$ cat config.mk
export PLATFORM = sky130hd
export DESIGN_NAME = contador_pontos
export DESIGN_NICKNAME = d
export VERILOG_FILES = /design/src/rtl/contador_pontos_pkg.sv /design/src/rtl/detector_borda.sv /design/src/rtl/contador_pontos.sv
export SDC_FILE = /design/constraint.sdc
export NUM_CORES = 1
export LEC_CHECK = 0
export CORE_MARGIN = 2
export CORE_UTILIZATION = 56
export DETAILED_ROUTE_END_ITERATION = 8
export MAX_ROUTING_LAYER = met4
export PLACE_DENSITY = 0.8
export SLEW_MARGIN = 20
export SYNTH_ARGS = -nofsm -noshare
export SYNTH_HDL_FRONTEND = slang
export SYNTH_SLANG_ARGS = --single-unit
$ cat constraint.sdc
create_clock -name clock -period 4 [get_ports clock]
set_input_delay 0.4 -clock clock [delete_from_list [all_inputs] [get_ports clock]]
set_output_delay 0.4 -clock clock [all_outputs]
set_load 0.01 [all_outputs]
$ cat src/rtl/contador_pontos_pkg.sv
// Shared definitions for the score counter: FSM state encoding and BCD digit constants.
package contador_pontos_pkg;

    typedef enum logic {
        JOGANDO = 1'b0,
        VENCEU  = 1'b1
    } estado_t;

    localparam int               DIGITO_W   = 4;
    localparam logic [DIGITO_W-1:0] DIGITO_MAX = 4'd9;

endpackage

$ cat src/rtl/detector_borda.sv
// Rising-edge detector: two flops preset to 1 so a level held through reset release never counts.
module detector_borda (
    input  logic clock,
    input  logic reset,
    input  logic entrada,
    output logic pulso
);

    logic s1;
    logic s2;

    always_ff @(posedge clock or negedge reset) begin
        if (!reset) begin
            s1 <= 1'b1;
            s2 <= 1'b1;
        end else begin
            s1 <= entrada;
            s2 <= s1;
        end
    end

    assign pulso = s1 & ~s2;

endmodule

$ cat src/rtl/contador_pontos.sv
// Two-digit BCD score counter with periodic extra-life pulse and latched victory at META.
// Hit edge sampled at edge k updates score/pulses at edge k+1; held, paused or cleared hits are dropped.
module contador_pontos
    import contador_pontos_pkg::*;
#(
    parameter int BONUS_INTERVALO = 10,
    parameter int META            = 99
) (
    input  logic                clock,
    input  logic                reset,
    input  logic                limpar,
    input  logic                acerto,
    input  logic                pausa,
    output logic [DIGITO_W-1:0] pontos_dez,
    output logic [DIGITO_W-1:0] pontos_uni,
    output logic                vida_extra,
    output logic                vitoria
);

    if (BONUS_INTERVALO < 1 || BONUS_INTERVALO > 99) begin : g_erro_bonus
        $error("BONUS_INTERVALO must be in 1..99");
    end
    if (META < 1 || META > 99) begin : g_erro_meta
        $error("META must be in 1..99");
    end

    localparam logic [6:0]          BONUS_LIM = 7'(BONUS_INTERVALO);
    localparam logic [DIGITO_W-1:0] META_DEZ  = DIGITO_W'(META / 10);
    localparam logic [DIGITO_W-1:0] META_UNI  = DIGITO_W'(META % 10);

    estado_t             estado;
    logic [6:0]          bonus;
    logic [6:0]          bonus_novo;
    logic [DIGITO_W-1:0] dez_novo;
    logic [DIGITO_W-1:0] uni_novo;
    logic                p;
    logic                v;

    detector_borda u_borda (
        .clock   (clock),
        .reset   (reset),
        .entrada (acerto),
        .pulso   (p)
    );

    assign v = p & ~pausa & (estado == JOGANDO) & ~limpar;

    // Score is capped at META <= 99, so the tens digit never needs to wrap.
    always_comb begin
        uni_novo   = pontos_uni + 4'd1;
        dez_novo   = pontos_dez;
        bonus_novo = bonus + 7'd1;
        if (pontos_uni == DIGITO_MAX) begin
            uni_novo = '0;
            dez_novo = pontos_dez + 4'd1;
        end
    end

    always_ff @(posedge clock or negedge reset) begin
        if (!reset) begin
            estado     <= JOGANDO;
            pontos_dez <= '0;
            pontos_uni <= '0;
            bonus      <= '0;
            vida_extra <= 1'b0;
            vitoria    <= 1'b0;
        end else if (limpar) begin
            estado     <= JOGANDO;
            pontos_dez <= '0;
            pontos_uni <= '0;
            bonus      <= '0;
            vida_extra <= 1'b0;
            vitoria    <= 1'b0;
        end else begin
            vida_extra <= 1'b0;
            case (estado)
                JOGANDO: begin
                    if (v) begin
                        pontos_dez <= dez_novo;
                        pontos_uni <= uni_novo;
                        if (bonus_novo == BONUS_LIM) begin
                            bonus      <= '0;
                            vida_extra <= 1'b1;
                        end else begin
                            bonus <= bonus_novo;
                        end
                        if (dez_novo == META_DEZ && uni_novo == META_UNI) begin
                            estado  <= VENCEU;
                            vitoria <= 1'b1;
                        end
                    end
                end
                VENCEU: begin
                    vitoria <= 1'b1;
                end
                default: begin
                    estado <= JOGANDO;
                end
            endcase
        end
    end

endmodule

* Word level (Yosys, flattened, before mapping)
Cells that the tools add are included.
Storage, ports and cells: register bits after elaboration 20, output and inout port bits 10, logic and storage cells 54, input port bits 5
Operators by class: multiplexer cells 24, $add $sub $neg 3, eq/ne operators 7, bitwise gates (word level) 8, reductions and logical operators 4
Operators with widths (number):
- $mux 4 | 8
- $mux 7 | 4
- $eq 4x4->1 const B | 3
- $mux 1 | 11
- $add 4x1->4 const B | 2
- $add 7x1->7 const B | 1
- $eq 7x4->1 const B | 1
- $and 1x1->1 | 4
- $not 1->1 | 4
- $reduce_and 2->1 | 2
- $ne 3x2->1 const B | 1
- $ne 3x3->1 const B | 1
- $ne 2x2->1 const B | 1
- $pmux 1 s2 | 1
- $reduce_bool 2->1 | 1
- $logic_and 1x1->1 | 1

* Longest topological paths before layout
depth in word-level cells 8, gate-level depth with buffers 5, gate-level depth less buffers 5

* Cells and area by module
Synthesis repeated with hierarchy kept, for this count alone.
Second synthesis, totals: cells, all modules 107, area total of the unflattened synthesis 1049.8 sq um
By module, submodules not included:
- contador_pontos | cells an instance 104, area each 983.4 sq um, seq. area each 450.4 sq um, instances 1
- detector_borda | cells an instance 3, area each 66.3 sq um, seq. area each 52.6 sq um, instances 1

* Worst setup path before layout
No wires, ideal clock.
path type reg-to-reg, start point register u_borda.s1, end point register bonus[6], period minus slack after synthesis 1.650 ns, path slack 2.350 ns, path buffers 0, stages on the path, launching flop included 6, required time 3.868 ns, data arrival time 1.518 ns, library setup time 0.132 ns, cells stage by stage dfstp_2 -> nor4b_4 -> nand2_2 -> or3_1 -> xor2_1 -> nor2_1
On the way: longest elaborated chain between the ends 6
RTL lines:
- start: declaration | RTL line detector_borda.sv:9 | logic s1;
- start signal: assignment | RTL line detector_borda.sv:17 | s1 <= entrada;
- $and 1x1->1 | RTL line detector_borda.sv:22 | assign pulso = s1 & ~s2;
- $and 1x1->1 (3 in series) | RTL line contador_pontos.sv:46 | assign v = p & ~pausa & (estado == JOGANDO) & ~limpar;
- $reduce_bool 2->1 (no line)
- $reduce_and 2->1 (no line)
- end signal: assignment | RTL line contador_pontos.sv:85 | bonus <= bonus_novo;
- end: declaration | RTL line contador_pontos.sv:32 | logic [6:0] bonus;
No other way between the ends. A chain may end at the register's enable or synchronous reset.

* Worst setup path after layout
start point input port pausa, end point register bonus[6]
On the way: longest elaborated chain between the ends 6
RTL lines:
- start: declaration | RTL line contador_pontos.sv:13 | input logic pausa,
- $not 1->1 | RTL line contador_pontos.sv:46
- $and 1x1->1 (3 in series) | RTL line contador_pontos.sv:46
- $reduce_bool 2->1 (no line)
- $reduce_and 2->1 (no line)
No other way between the ends.

==> out/results.md <==
| Parameter | This run |
|---|---|
| Data arrival time of the worst path | 2070 ps |
| Total of flip-flops plus latches after synthesis | 20 |
| Final-report hold violation count | 0 |
| Post-synth top area share | 43.1% |
| Number of nets with antenna violations after routing | 0 |
| Combinational fraction of design power | 5.7% |
| Critical path launch point | pausa |
| Buffers & Inverters on Critical Path | 1 |
| Post-DP HPWL | 1430 microns |
| Clock H-tree levels | 1 |
| Filler Cells Inserted | 151 |
| Post-Layout Cell Count | 149 |
| Wire length of the first global-routing pass | 3410 microns |
| Routability-driven placement congestion ratio | 0.820 |
| Largest net degree at the start of global routing | 22 |
| Chip width | 47.2 microns |
| Die outline area | 2230 sq um |
| Area of the multi-input gates | 523 sq um |
| Maximum net fanout on the critical path | 10 |
| Number of buffers created by CTS | 3 |
| Clock insertion delay at the later pin of the skew report | 290 ps |
| Most area-consuming cells after synthesis | sky130_fd_sc_hd__dfrtp_1 43%, sky130_fd_sc_hd__xor2_1 7.5%, sky130_fd_sc_hd__dfstp_2 5.0% |
| Peak clock frequency supported by timing | 524 MHz |
| Minimum setup slack among reg-to-reg paths | 2180 ps |
| Worst setup skew after layout | 0.656 ps |
| Antenna diode count | 0 |
| Longest Clk Path Bufs | 2 |
| Worst min-delay path category | reg -> reg |
| Average cell area after synthesis | 9.67 sq um |
| Final non-filler cell area | 1240 sq um |
| CP Data Required Time | 4170 ps |
| Post-cts sizing count | 0 |
| Core region area | 1750 sq um |
| Max incr delay on CP | 580 ps |
| Most common flop cell mapped by yosys | sky130_fd_sc_hd__dfrtp_1 |
| RSZ-0062 raised after global routing | no |
| Cts-stage hold buffer count | 0 |
| Drt drc | 0 |
| Fraction of power spent switching nets | 22.1% |
| Netlist cell types | 27 |
| Area occupied by registers | 503 sq um |
| Share of synthesized area occupied by flip-flops and latches | 48.1% |
| Worst-path cell chain | clkdlybuf4s50_1, nor4b_4, nand2_2, or3_1, xor2_1, nor2_1 |
| Worst Setup EP | bonus[6] |
| Largest vdd supply drop | 0.193 mV |
| WS Path Type | in -> reg |
| Max-Cap Viols | 0 |
| Worst reg2reg endpoint | bonus[6] |
| Proportion of register bits with asynchronous set or reset after synthesis | 100% |
| Worst slew pin tran | 890 ps |
| Global-route congestion overflow total | 0 |
| Cell count after synthesis | 108 |
| Shortest clock period the worst path allows after layout | 1910 ps |
| Most instantiated library cell after synthesis | sky130_fd_sc_hd__dfrtp_1 |
| Crit path max-delay family | simple AND/OR/NAND/NOR gates |
| Vias in the first global route | 814 |
| Period utilisation layout | 47.7% |
| Internal power contribution | 0.269 mW |
| All-Layer GR Usage | 22.3% |
| Quantity of I/O buffers inserted on ports | 14 |
| Number of setup violations in the final report | 0 |
| Post-synth net total | 116 |
| Total wire length after detailed routing | 1990 microns |
| Detail-routed via count per cell | 5.50 |
| Clk pwr share | 33.8% |
| Fraction of final layout cells with drive strength greater than 1 | 6.45% |
| P per Cell Area | 277 nW/um^2 |
| Num Clock Sinks | 20 |
| Top cell type by total area after synthesis | sky130_fd_sc_hd__dfrtp_1 |
| Crit Reg-Reg Startpoint | u_borda.s1 |
| Instance area after placement | 1210 sq um |
| Pre-antenna DRT Iters | 5 |
| Number of cells on the critical path | 6 |
| Syn-to-layout area delta | 19.2% |
| Slowest stage cell on the critical path | sky130_fd_sc_hd__nor4b_4 |
| Post-DR wirelength/cell | 13.3 microns |
| Clock tree from TritonCTS | built |
| IO Count | 15 |
| Starting utilization of the core area | 59.9% |
| Die outline height | 47.2 microns |
| Final layout net count | 133 |
| Number of warnings issued by yosys | 0 |
| Startpoint type of the worst setup path | primary input |
| Top cell types by occurrence after synthesis | 18 x sky130_fd_sc_hd__dfrtp_1, 14 x sky130_fd_sc_hd__nor2_1, 9 x sky130_fd_sc_hd__nand3_1, 9 x sky130_fd_sc_hd__xor2_1, 8 x sky130_fd_sc_hd__nand2_1 |
| Fin. max-slew vios | 0 |
| Cell row count | 15 |
| Syn Std Cell Area | 1040 sq um |
| Routed vias | 820 |
| Leakage power summed over all cells | 0.500 nW |
| Design Power | 0.345 mW |
| Sequential cell fraction of total power | 60.5% |
| Switching power total | 0.0762 mW |
| Critical Path Sink Type | flop |
| EDFF count, synth | 0 |
| Worst Reg2Reg Path Length in Cells | 5 |
| Number of instances in the placed design | 145 |
| Clock root cell | sky130_fd_sc_hd__clkbuf_4 |
| # Post-CTS Setup Buffers | 0 |
| Initial antenna violation count | 0 |
| Outcome | complete, no violations |
| Max_slew headroom | 40.5% |
| Setup TNS | 0 ps |
| Clock slew seen by the registers of the worst setup and hold paths | 110 ps |
| First-iteration detailed-routing DRC count | 3 |
==> power by group through the flow <==
stage / sequential, mW / clock (mW) / combinational, mW
floorplan: 0.212 / 0 / 0.00822
detailed placement: 0.213 / 0 / 0.0200
global route: 0.209 / 0.128 / 0.0225
global placement: 0.212 / 0 / 0.0195
finish: 0.209 / 0.117 / 0.0197
CTS: 0.209 / 0.118 / 0.0201
==> cell usage in the layout, fill, tap and decap left out <==
master / instances
sky130_fd_sc_hd__inv_1: 3
sky130_fd_sc_hd__o41ai_1: 1
sky130_fd_sc_hd__or3_1: 7
sky130_fd_sc_hd__and2_1: 1
sky130_fd_sc_hd__a22oi_1: 1
sky130_fd_sc_hd__ha_1: 3
sky130_fd_sc_hd__nor3_1: 2
sky130_fd_sc_hd__nor2_1: 14
sky130_fd_sc_hd__o31ai_1: 1
sky130_fd_sc_hd__xnor2_1: 2
sky130_fd_sc_hd__o21ai_0: 6
sky130_fd_sc_hd__nand2b_1: 3
sky130_fd_sc_hd__and4bb_1: 1
sky130_fd_sc_hd__nand2_1: 8
sky130_fd_sc_hd__nor4b_1: 1
sky130_fd_sc_hd__a21oi_1: 5
sky130_fd_sc_hd__nand3b_1: 2
sky130_fd_sc_hd__xor2_1: 9
sky130_fd_sc_hd__dfstp_2: 2
sky130_fd_sc_hd__nand3_1: 9
sky130_fd_sc_hd__clkbuf_4: 3
sky130_fd_sc_hd__nor4b_4: 1
sky130_fd_sc_hd__o32ai_1: 1
sky130_fd_sc_hd__nand4_1: 3
sky130_fd_sc_hd__clkbuf_8: 1
sky130_fd_sc_hd__nand2_2: 1
sky130_fd_sc_hd__o211a_1: 1
sky130_fd_sc_hd__clkdlybuf4s50_1: 14
sky130_fd_sc_hd__dfrtp_1: 18
==> cell families (layout without fill, tap and decap cells) <==
family,after synthesis,after routing,synth area share [%]
buf+inv,5,21,1.80
simple gates,53,53,27.9
flops,20,20,48.1
xor+xnor,11,11,9.22
compound gates,16,16,9.34
fa+ha+maj,3,3,3.59
==> worst min path at each step <==
stage	to	slack, ps	cells past startpoint	startpoint
after detailed placement	u_borda.s2	370	0	u_borda.s1
after global placement	u_borda.s2	370	0	u_borda.s1
after CTS	u_borda.s2	390	0	u_borda.s1
after floorplan	bonus[0]	100	0	reset
final	u_borda.s2	390	0	u_borda.s1
after global routing	u_borda.s2	400	0	u_borda.s1
==> final cells by class <==
cell class / count / share of cell area, %
inverter: 3 / 0.905
timing repair buffer: 14 / 11.3
tap: 25 / 2.51
sequential: 20 / 40.4
clock buffer: 4 / 2.91
multi-input combinational: 83 / 42.0
==> through the flow <==
| stage | setup WS [ps] | hold WS (ps) | utilization, % |
|---|---|---|---|
| after global placement | 1800 | 371 | 69.2 |
| final | 2090 | 387 | 71.3 |
| after detailed placement | 1760 | 370 | 69.2 |
| after floorplan | 2350 | 104 | - |
| after CTS | 2080 | 389 | 71.3 |
| after global routing | 1950 | 396 | 71.3 |
==> routing by layer <==
layer  track usage, %  part of all wire, %  wire length, microns
met5                -                    0                     0
met4             2.78                    0                     0
met3             5.77                  2.6                    52
met2             37.3                   51                  1020
met1             28.0                   46                   911
==> registers in the layout (all words and copies together), names as in the netlist <==
register	cells
bonus	7
pontos_dez	4
pontos_uni	4
estado	1
u_borda.s1	1
u_borda.s2	1
vida_extra	1
vitoria	1
Note: power is estimated with default switching activity, not from simulation.
